[src/rtl/b11_core_sched_if.sv]
// Request/response bundle between b11_core_sched (slave) and its NREQ requesters (master).
interface b11_core_sched_if #(
  parameter int NREQ = 4
);
  logic [NREQ-1:0]   req_valid;
  logic [6*NREQ-1:0] req_data;
  logic [NREQ-1:0]   req_ack;
  logic              rsp_valid;
  logic [2:0]        rsp_id;
  logic [5:0]        rsp_data;
  logic              rsp_drop;

  modport master (
    output req_valid, req_data,
    input  req_ack, rsp_valid, rsp_id, rsp_data, rsp_drop
  );

  modport slave (
    input  req_valid, req_data,
    output req_ack, rsp_valid, rsp_id, rsp_data, rsp_drop
  );
endinterface

[src/rtl/b11_core_sched.sv]
// Round-robin scheduler sharing one b11 scrambler core among NREQ requesters.
// Optional macro B11_CORE_SCHED_PRIO_EN gives requester 0 strict priority.
module b11_core_sched #(
  parameter int NREQ     = 4,
  parameter int WAIT_CYC = 12,
  parameter int INIT_CYC = 2
) (
  input  logic            clock,
  input  logic            reset,
  b11_core_sched_if.slave bus,
  output logic            busy,
  output logic [5:0]      core_x_in,
  output logic            core_stbi,
  input  logic [5:0]      core_x_out
);
  typedef enum logic [2:0] {S_INIT, S_IDLE, S_LAUNCH, S_WAIT, S_RESP} state_t;

  localparam logic [4:0] INIT_LAST = 5'(INIT_CYC - 1);
  localparam logic [4:0] WAIT_LAST = 5'(WAIT_CYC - 1);
  localparam logic [2:0] PTR_LAST  = 3'(NREQ - 1);

  state_t          state_q, state_d;
  logic [4:0]      cnt_q, cnt_d;
  logic [2:0]      rr_ptr_q, rr_ptr_d;
  logic [2:0]      gnt_q, gnt_d;
  logic [NREQ-1:0] req_ack_q, req_ack_d;
  logic            rsp_valid_q, rsp_valid_d;
  logic [2:0]      rsp_id_q, rsp_id_d;
  logic [5:0]      rsp_data_q, rsp_data_d;
  logic            rsp_drop_q, rsp_drop_d;
  logic            busy_q, busy_d;
  logic [5:0]      core_x_in_q, core_x_in_d;
  logic            core_stbi_q, core_stbi_d;

  logic [NREQ-1:0] rot_valid;
  logic            found;
  logic [3:0]      pick_sum;
  logic [2:0]      pick;
  logic [5:0]      pick_word;
  logic            pick_drop;

  // Rotate the request vector so bit 0 is the requester at rr_ptr, then take the first set bit.
  always_comb begin
    rot_valid = NREQ'({bus.req_valid, bus.req_valid} >> rr_ptr_q);
    found     = 1'b0;
    pick_sum  = '0;
    pick      = '0;
`ifdef B11_CORE_SCHED_PRIO_EN
    if (bus.req_valid[0]) begin
      found = 1'b1;
    end
`endif
    for (int i = 0; i < NREQ; i++) begin
      if (!found && rot_valid[i]) begin
        found    = 1'b1;
        pick_sum = 4'(rr_ptr_q) + 4'(i);
        if (pick_sum > 4'(PTR_LAST)) pick_sum = pick_sum - 4'(NREQ);
        pick = pick_sum[2:0];
      end
    end
    pick_word = '0;
    for (int j = 0; j < NREQ; j++) begin
      if (pick == 3'(j)) pick_word = bus.req_data[6*j +: 6];
    end
    pick_drop = (pick_word >= 6'd27) && (pick_word <= 6'd62);
  end

  always_comb begin
    state_d     = state_q;
    cnt_d       = cnt_q;
    rr_ptr_d    = rr_ptr_q;
    gnt_d       = gnt_q;
    req_ack_d   = '0;
    rsp_valid_d = 1'b0;
    rsp_id_d    = rsp_id_q;
    rsp_data_d  = rsp_data_q;
    rsp_drop_d  = rsp_drop_q;
    core_x_in_d = core_x_in_q;
    unique case (state_q)
      S_INIT: begin
        if (cnt_q == INIT_LAST) begin
          state_d = S_IDLE;
          cnt_d   = '0;
        end else begin
          cnt_d = cnt_q + 5'd1;
        end
      end
      S_IDLE: begin
        if (found) begin
          gnt_d     = pick;
          req_ack_d = NREQ'(1) << pick;
`ifdef B11_CORE_SCHED_PRIO_EN
          if (pick != 3'd0) rr_ptr_d = (pick == PTR_LAST) ? 3'd0 : pick + 3'd1;
`else
          rr_ptr_d = (pick == PTR_LAST) ? 3'd0 : pick + 3'd1;
`endif
          // Words the core would discard never reach it.
          if (pick_drop) begin
            state_d    = S_RESP;
            rsp_drop_d = 1'b1;
            rsp_data_d = '0;
          end else begin
            state_d     = S_LAUNCH;
            core_x_in_d = pick_word;
          end
        end
      end
      S_LAUNCH: begin
        state_d = S_WAIT;
        cnt_d   = '0;
      end
      S_WAIT: begin
        if (cnt_q == WAIT_LAST) begin
          state_d    = S_RESP;
          rsp_data_d = core_x_out;
          rsp_drop_d = 1'b0;
        end else begin
          cnt_d = cnt_q + 5'd1;
        end
      end
      S_RESP: begin
        state_d     = S_IDLE;
        rsp_valid_d = 1'b1;
        rsp_id_d    = gnt_q;
      end
      default: state_d = S_INIT;
    endcase
    busy_d      = (state_d != S_IDLE);
    core_stbi_d = (state_d != S_LAUNCH);
  end

  always_ff @(posedge clock) begin
    if (reset) begin
      state_q     <= S_INIT;
      cnt_q       <= '0;
      rr_ptr_q    <= '0;
      req_ack_q   <= '0;
      rsp_valid_q <= 1'b0;
      rsp_id_q    <= '0;
      rsp_data_q  <= '0;
      rsp_drop_q  <= 1'b0;
      busy_q      <= 1'b1;
      core_x_in_q <= '0;
      core_stbi_q <= 1'b1;
    end else begin
      state_q     <= state_d;
      cnt_q       <= cnt_d;
      rr_ptr_q    <= rr_ptr_d;
      req_ack_q   <= req_ack_d;
      rsp_valid_q <= rsp_valid_d;
      rsp_id_q    <= rsp_id_d;
      rsp_data_q  <= rsp_data_d;
      rsp_drop_q  <= rsp_drop_d;
      busy_q      <= busy_d;
      core_x_in_q <= core_x_in_d;
      core_stbi_q <= core_stbi_d;
    end
  end

  always_ff @(posedge clock) begin
    gnt_q <= gnt_d;
  end

  assign bus.req_ack   = req_ack_q;
  assign bus.rsp_valid = rsp_valid_q;
  assign bus.rsp_id    = rsp_id_q;
  assign bus.rsp_data  = rsp_data_q;
  assign bus.rsp_drop  = rsp_drop_q;
  assign busy          = busy_q;
  assign core_x_in     = core_x_in_q;
  assign core_stbi     = core_stbi_q;
endmodule

[src/flat_wrapper.sv]
// flat-port wrapper written by rule: the top's interface ports become plain ports
module b11_core_sched_flat 
#(
  parameter int NREQ     = 4,
  parameter int WAIT_CYC = 12,
  parameter int INIT_CYC = 2
)
  (clock, reset, busy, core_x_in, core_stbi, core_x_out, bus_req_valid, bus_req_data, bus_req_ack, bus_rsp_valid, bus_rsp_id, bus_rsp_data, bus_rsp_drop);
  b11_core_sched_if #(.NREQ(NREQ)) bus_i ();
  input  logic clock;
  input  logic reset;
  output logic busy;
  output logic [5:0] core_x_in;
  output logic core_stbi;
  input  logic [5:0] core_x_out;
  input wire logic [$bits(bus_i.req_valid)-1:0] bus_req_valid;
  input wire logic [$bits(bus_i.req_data)-1:0] bus_req_data;
  output wire logic [$bits(bus_i.req_ack)-1:0] bus_req_ack;
  output wire logic [$bits(bus_i.rsp_valid)-1:0] bus_rsp_valid;
  output wire logic [$bits(bus_i.rsp_id)-1:0] bus_rsp_id;
  output wire logic [$bits(bus_i.rsp_data)-1:0] bus_rsp_data;
  output wire logic [$bits(bus_i.rsp_drop)-1:0] bus_rsp_drop;
  assign bus_i.req_valid = bus_req_valid;
  assign bus_i.req_data = bus_req_data;
  assign bus_req_ack = bus_i.req_ack;
  assign bus_rsp_valid = bus_i.rsp_valid;
  assign bus_rsp_id = bus_i.rsp_id;
  assign bus_rsp_data = bus_i.rsp_data;
  assign bus_rsp_drop = bus_i.rsp_drop;
  b11_core_sched #(.NREQ(NREQ), .WAIT_CYC(WAIT_CYC), .INIT_CYC(INIT_CYC)) u_core (.clock(clock), .reset(reset), .bus(bus_i), .busy(busy), .core_x_in(core_x_in), .core_stbi(core_stbi), .core_x_out(core_x_out));
endmodule
[config.mk]
export PLATFORM = sky130hd
export DESIGN_NAME = b11_core_sched_flat
export DESIGN_NICKNAME = d
export VERILOG_FILES = /design/src/rtl/b11_core_sched_if.sv /design/src/rtl/b11_core_sched.sv /design/src/flat_wrapper.sv
export SDC_FILE = /design/constraint.sdc
export NUM_CORES = 1
export LEC_CHECK = 0
export ABC_AREA = 1
export CAP_MARGIN = 20
export CELL_PAD_IN_SITES_DETAIL_PLACEMENT = 0
export CELL_PAD_IN_SITES_GLOBAL_PLACEMENT = 2
export CORE_MARGIN = 2
export CORE_UTILIZATION = 24
export DETAILED_ROUTE_END_ITERATION = 12
export MAX_ROUTING_LAYER = met4
export PLACE_DENSITY = 0.73
export SYNTH_ARGS = -nofsm -noshare
export SYNTH_HDL_FRONTEND = slang
export SYNTH_SLANG_ARGS = --single-unit
[constraint.sdc]
create_clock -name clock -period 3.8 [get_ports clock]
set_clock_uncertainty 0.05 [all_clocks]
set_input_delay 1.14 -clock clock [delete_from_list [all_inputs] [get_ports clock]]
set_output_delay 1.14 -clock clock [all_outputs]
set_load 0.01 [all_outputs]
# Yosys cells after proc, flatten, opt, wreduce, memory -nomap -nowiden
# Cells that the tools add are included.
# word_totals
reg_bits	37
out_inout_bits	23
elab_cells	97
# op_classes
addsub	9
n_lt_le_gt_ge	6
n_eq_ne	15
shifts	2
muxes	34
bitwise_logic	3
n_reduce_logical	16
# ops
cell	count
$mux W6	7
$mux W3	13
$pmux W3 S5	1
$pmux W5 S3	1
$eq A3 B2 Y1 const B	4
$gt A4 B2 Y1 const B	3
$pmux W6 S2	1
$sub A3 B3 Y3 const B	4
$mux W5	2
$add A3 B2 Y4 const B	2
$mux W1	8
$shr A8 B3 Y4	1
$eq A3 B1 Y1 const B	2
$ge A6 B5 Y1 const B	1
$le A6 B6 Y1 const B	1
$logic_not A3 Y1	2
$ne A2 B1 Y1 const B	3
$add A5 B1 Y5 const B	1
$eq A5 B1 Y1 const B	1
$eq A5 B4 Y1 const B	1
$add A3 B1 Y4 const B	1
$logic_and A1 B1 Y1	4
$reduce_and A2 Y1	2
$reduce_and A4 Y1	1
14 further kinds	18

# Longest topological paths before layout
# logic_depth
depth_word	22
mapped_depth	29
depth_no_buf	27

# Worst setup path before layout
# OpenSTA, ideal clock, no wires.
# synth_timing
path_kind	input port to flip-flop
from	input bus_req_valid[1]
to	register u_core.state_q[1]
arrival_ps	3497
path_slack_ps	126
path_stages	27
cell_sequence	inv_1 o21ai_0 nor2_1 nor2_1 nor2_2 nand2_1 nand2_1 xor2_1 nand2_1 inv_1 ha_1 buf_2 inv_1 nand2_1 nand3b_1 nand3_1 nand2_1 nand2_1 nand2_1 nand2_1 nand2_1 nand2_2 nand2_4 nand2_4 inv_4 nor2_2 nor2_1
# synth_between
elab_chain_len	21
word_cells_on_any_way	29
classes_between	2 x order compare; 3 x eq/ne; 1 x shift; 15 x mux; 8 x reduce/logical
# synth_lines
item	line_no	text
start, declared	flat_wrapper.sv:16	input wire logic [$bits(bus_i.req_valid)-1:0] bus_req_valid;
$shr A8 B3 Y4 *	b11_core_sched.sv:44	rot_valid = NREQ'({bus.req_valid, bus.req_valid} >> rr_ptr_q);
$mux W1	b11_core_sched.sv:54	if (!found && rot_valid[i]) begin
$logic_not A1 Y1	b11_core_sched.sv:54	
$logic_and A1 B1 Y1	b11_core_sched.sv:54	
$mux W1	b11_core_sched.sv:54	
$logic_not A1 Y1	b11_core_sched.sv:54	
$logic_and A1 B1 Y1	b11_core_sched.sv:54	
$mux W1	b11_core_sched.sv:54	
[3 not listed]	-	
named net u_core.pick[0]	b11_core_sched.sv:38	logic [2:0] pick;
$logic_not A3 Y1	b11_core_sched.sv:63	if (pick == 3'(j)) pick_word = bus.req_data[6*j +: 6];
$mux W6 (3 in series)	b11_core_sched.sv:63	
$mux W6 *	b11_core_sched.sv:63	
$ge A6 B5 Y1 or $le A6 B6 Y1 (tied branches)	b11_core_sched.sv:65	pick_drop = (pick_word >= 6'd27) && (pick_word <= 6'd62);
$logic_and A1 B1 Y1 *	b11_core_sched.sv:65	
$mux W3 *	b11_core_sched.sv:98	if (pick_drop) begin
$mux W3 *	b11_core_sched.sv:89	if (found) begin
$pmux W3 S5 *	b11_core_sched.sv:79	unique case (state_q)
end signal, assigned	b11_core_sched.sv:146	state_q <= state_d;
end, declared	b11_core_sched.sv:22	state_t state_q, state_d;
# Mark *: on every way through the listed nets, which the timed path passes. The rest lies on a longest branch.
# A chain may end at the register's enable or synchronous reset.

# Worst setup path after layout
# layout_timing
from	input bus_req_valid[1]
to	register u_core.core_x_in_q[1], in the netlist u_core.core_x_in[1]
# layout_between
elab_chain_len	20
word_cells_on_any_way	28
classes_between	2 x order compare; 3 x eq/ne; 1 x shift; 12 x mux; 1 x bitwise; 9 x reduce/logical
# layout_lines
item	line_no	text
$shr A8 B3 Y4 *	b11_core_sched.sv:44	
$mux W1	b11_core_sched.sv:54	
$logic_not A1 Y1	b11_core_sched.sv:54	
$logic_and A1 B1 Y1	b11_core_sched.sv:54	
$mux W1	b11_core_sched.sv:54	
$logic_not A1 Y1	b11_core_sched.sv:54	
$logic_and A1 B1 Y1	b11_core_sched.sv:54	
$mux W1	b11_core_sched.sv:54	
[3 not listed]	-	
named net u_core.pick[0]	b11_core_sched.sv:38	
$logic_not A3 Y1	b11_core_sched.sv:63	
$mux W6 (3 in series)	b11_core_sched.sv:63	
$mux W6 *	b11_core_sched.sv:63	
$ge A6 B5 Y1 or $le A6 B6 Y1 (tied branches)	b11_core_sched.sv:65	
$logic_and A1 B1 Y1	b11_core_sched.sv:65	
$not A1 Y1 (no source line)	-	
$reduce_and A3 Y1 (no source line)	-	
end signal, assigned	b11_core_sched.sv:155	core_x_in_q <= core_x_in_d;
end, declared	b11_core_sched.sv:32	logic [5:0] core_x_in_q, core_x_in_d;
# Marked as above.

==> flow_summary.toml <==
[logic_synthesis]
syn_avg_cell_area_sq_um = 7.21
ys_types = 39
ys_seq_elements = 37
yosys-top-cells-area = "dfxtp_1 (31%), nand2_1 (9.4%), nor2_1 (7.2%), inv_1 (6.9%), nand3_1 (5.5%)"
syn_nets = 348
syn-cell-area_sq_um = 2190
yosys.area.top_type = "dfxtp_1"
yosysSeqAreaShare = 0.353
synth_edf_count = 3
ys_warn_count = 0
ys.flop_type = "dfxtp_1"
syn_inst = 303
synth_top_area_frac = 0.311
async_reset_ff_frac = 0

[global_route]
antenna_found_initial = 0
grt_max_degree = 21
grt_pass1_wl_um = 9310
track_usage = 0.121
overflow = 0
grt_pass1_vias = 2102

[clock_network]
clockRootBuffer = "clkbuf_8"
cts_buffers = 5
cts_tree = "yes"
numClockSinks = 37
cts_buffer_depth = 2
clock_latency_ns = 0.29
path_clk_slew_ns = 0.08
htree_num_levels = 2

[placed_design]
dp_cells = 489
place_area_sq_um = 3050
io_buffers = 58
place_ws_ns = -0.529
routabilityCongestion = 0.800
place_hpwl_um = 4530

[status]
outcome = "complete, no violations"

[die]
rows = 34
io_pins = 59
die_y_um = 99.4
core_area_sq_um = 8760
start_util = 0.249
die_area_sq_um = 9890
dieWidth_um = 99.4

[cells_and_area]
antenna_cells = 0
fin_cells = 510
nFillCells = 948
multi_input_area_sq_um = 1310
drive_gt1_frac = 0.261
register_area_sq_um = 771
post-route-util = 0.387
final_cell_area_sq_um = 3390
final_nets = 446
syn2layout_area_growth_pct = 55.1
most-common-layout-cells = "clkdlybuf4s50_1 (54), nand2_1 (49), nor2_1 (40), inv_1 (35)"
final_common_cell = "clkdlybuf4s50_1"

[drt]
drc_errors = 0
via_per_inst = 4.33
detail_route.wl_per_cell_um = 11.4
wirelength_um = 5810
dr.first_iter.drc_count = 88
postRouteAntennaNets = 0
first_pass_iters = 4
num_vias = 2209

[pwr]
peakVddDrop_uv = 325
powerDensity_nw_per_um2 = 887
p_total_mw = 3.01
p_leak_nw = 1.47

[setup_path]
crit_fanout = 4
reg2reg_to = "u_core.core_x_in[1]$_SDFFE_PP0P_"
crit_path_start_kind = "input pin"
r2r_slack_ns = 0.52
cp_data_arrival_time_ns = 3.71
crit_end = "u_core.core_x_in[1]$_SDFFE_PP0P_"
r2r-start = "u_core.rr_ptr_q[0]$_SDFFE_PP0P_"
worstSetupPathType = "in2reg"
reg2regPathDepth = 26
cp.required_ns = 3.98
cp-end-kind = "flip-flop"
crit_start = "bus_req_valid[1]"

[timing]
setup_slack_ns = 0.272
worstMarginPinSlew_ns = 0.594
min_period_ns = 3.53
maxSlewHeadroom = 0.600
min_period_over_period = 0.928
setup_viol = 0
finalMaxSlewViolations = 0
hold_viol_final = 0
max_freq_mhz = 283

[hold_path]
hold_path_class = "reg2reg"

[flow_run]
max_cap_viol_count = 0
state kept, by name, indices dropped and copies added (netlist names):
signal,cells
u_core.bus.req_ack,4
u_core.bus.rsp_data,6
u_core.bus.rsp_drop,1
u_core.bus.rsp_id,3
u_core.bus.rsp_valid,1
u_core.busy,1
u_core.cnt_q,5
u_core.core_stbi,1
u_core.core_x_in,6
u_core.gnt_q,3
u_core.rr_ptr_q,3
u_core.state_q,3
per-layer routing:
metal | part of all wire | routed length (um) | vias to the layer above | global-route usage
met1 | 0.48 | 2790 | 986 | 0.150
met4 | 0.014 | 81 | 0 | 0.0400
met2 | 0.46 | 2660 | 53 | 0.195
met5 | 0 | 0 | - | -
li1 | - | - | 1161 | -
met3 | 0.049 | 287 | 9 | 0.0267
synth_stat cells, types with 2 or more instances:
| library cell | instances |
|---|---|
| nand2_2 | 7 |
| nand3_2 | 6 |
| nand2_4 | 6 |
| nand4_1 | 4 |
| dfxtp_1 | 34 |
| inv_2 | 5 |
| edfxtp_1 | 3 |
| nor2_2 | 6 |
| clkbuf_1 | 2 |
| o21ai_0 | 11 |
| inv_1 | 40 |
| a211oi_1 | 3 |
| nand3b_1 | 4 |
| nand3_1 | 24 |
| a21oi_1 | 11 |
| nand2_1 | 55 |
| o21ai_1 | 5 |
| nor3_1 | 3 |
| xor2_1 | 3 |
| ha_1 | 9 |
| buf_6 | 2 |
| nor2_1 | 42 |
| or2_1 | 2 |
metrics by stage:
step	setup TNS [ns]	hold WS (ns)
3_3_place_gp	-7.38	0.405
5_1_grt	-0.155	0.462
2_1_floorplan	0	0.418
3_5_place_dp	-7.68	0.418
6_report	0	0.426
4_1_cts	0	0.436
power breakdown:
part / total (mW) / leakage [nW] / switching [mW] / internal, mW
logic: 2.13 / 1.11 / 1.02 / 1.11
clock network: 0.334 / 0.0528 / 0.141 / 0.194
registers: 0.545 / 0.304 / 0.0650 / 0.480
total: 3.01 / 1.47 / 1.23 / 1.78
kinds of logic (layout without fill, tap and decap cells):
| logic type | Yosys count | count (layout) | share of synthesized area |
|---|---|---|---|
| compound gates | 36 | 36 | 0.0944 |
| xor+xnor | 4 | 4 | 0.0160 |
| flops | 37 | 37 | 0.353 |
| simple gates | 164 | 165 | 0.378 |
| buf+inv | 53 | 151 | 0.107 |
| fa+ha+maj | 9 | 9 | 0.0515 |
layout make-up:
cell class | instances | share of cell area
Multi-Input combinational cell | 214 | 0.387
Timing Repair Buffer | 96 | 0.258
Sequential cell | 37 | 0.227
Inverter | 47 | 0.0557
Tap cell | 108 | 0.0399
Clock buffer | 6 | 0.0214
Clock inverter | 2 | 0.00996
critical path, cell delays in order:
cell            delay, ns
dlymetal6s2s_1       0.10
inv_2                0.04
o21ai_2              0.14
nor2_1               0.07
nor2_2               0.20
nand3_2              0.12
nand2_2              0.08
xor2_1               0.15
nand2_1              0.13
inv_2                0.12
ha_4                 0.18
buf_6                0.10
nand3_2              0.07
nand2_2              0.08
nand2_2              0.06
a21oi_2              0.15
nand2_1              0.09
nand2_1              0.09
nand2_1              0.06
nand2_2              0.10
nand2_4              0.07
buf_4                0.14
nand3b_1             0.08
nand2_1              0.06
nor2_1               0.10
timing repair:
action | 4_1_cts | 5_1_grt
gates cloned | 1 | 0
setup endpoints to repair | 17 | 17
gates resized for setup | 24 | 25
pin swaps | 18 | 22
buffers inserted | 11 | 1
hold buffers | 0 | 0
worst min-delay path by stage:
stage | cells after the start | slack, ns | start | to
2_1_floorplan | 2 | 0.42 | u_core.gnt_q[0]$_DFFE_PP_ | u_core.bus.rsp_id[0]$_SDFFE_PP0P_
3_3_place_gp | 2 | 0.41 | u_core.core_x_in[5]$_SDFFE_PP0P_ | u_core.core_x_in[5]$_SDFFE_PP0P_
3_5_place_dp | 2 | 0.42 | u_core.core_x_in[5]$_SDFFE_PP0P_ | u_core.core_x_in[5]$_SDFFE_PP0P_
4_1_cts | 2 | 0.44 | u_core.core_x_in[5]$_SDFFE_PP0P_ | u_core.core_x_in[5]$_SDFFE_PP0P_
5_1_grt | 2 | 0.46 | u_core.bus.rsp_data[0]$_SDFFE_PP0P_ | u_core.bus.rsp_data[0]$_SDFFE_PP0P_
6_report | 2 | 0.43 | u_core.core_x_in[5]$_SDFFE_PP0P_ | u_core.core_x_in[5]$_SDFFE_PP0P_
Power figures use the tool's default switching activity.
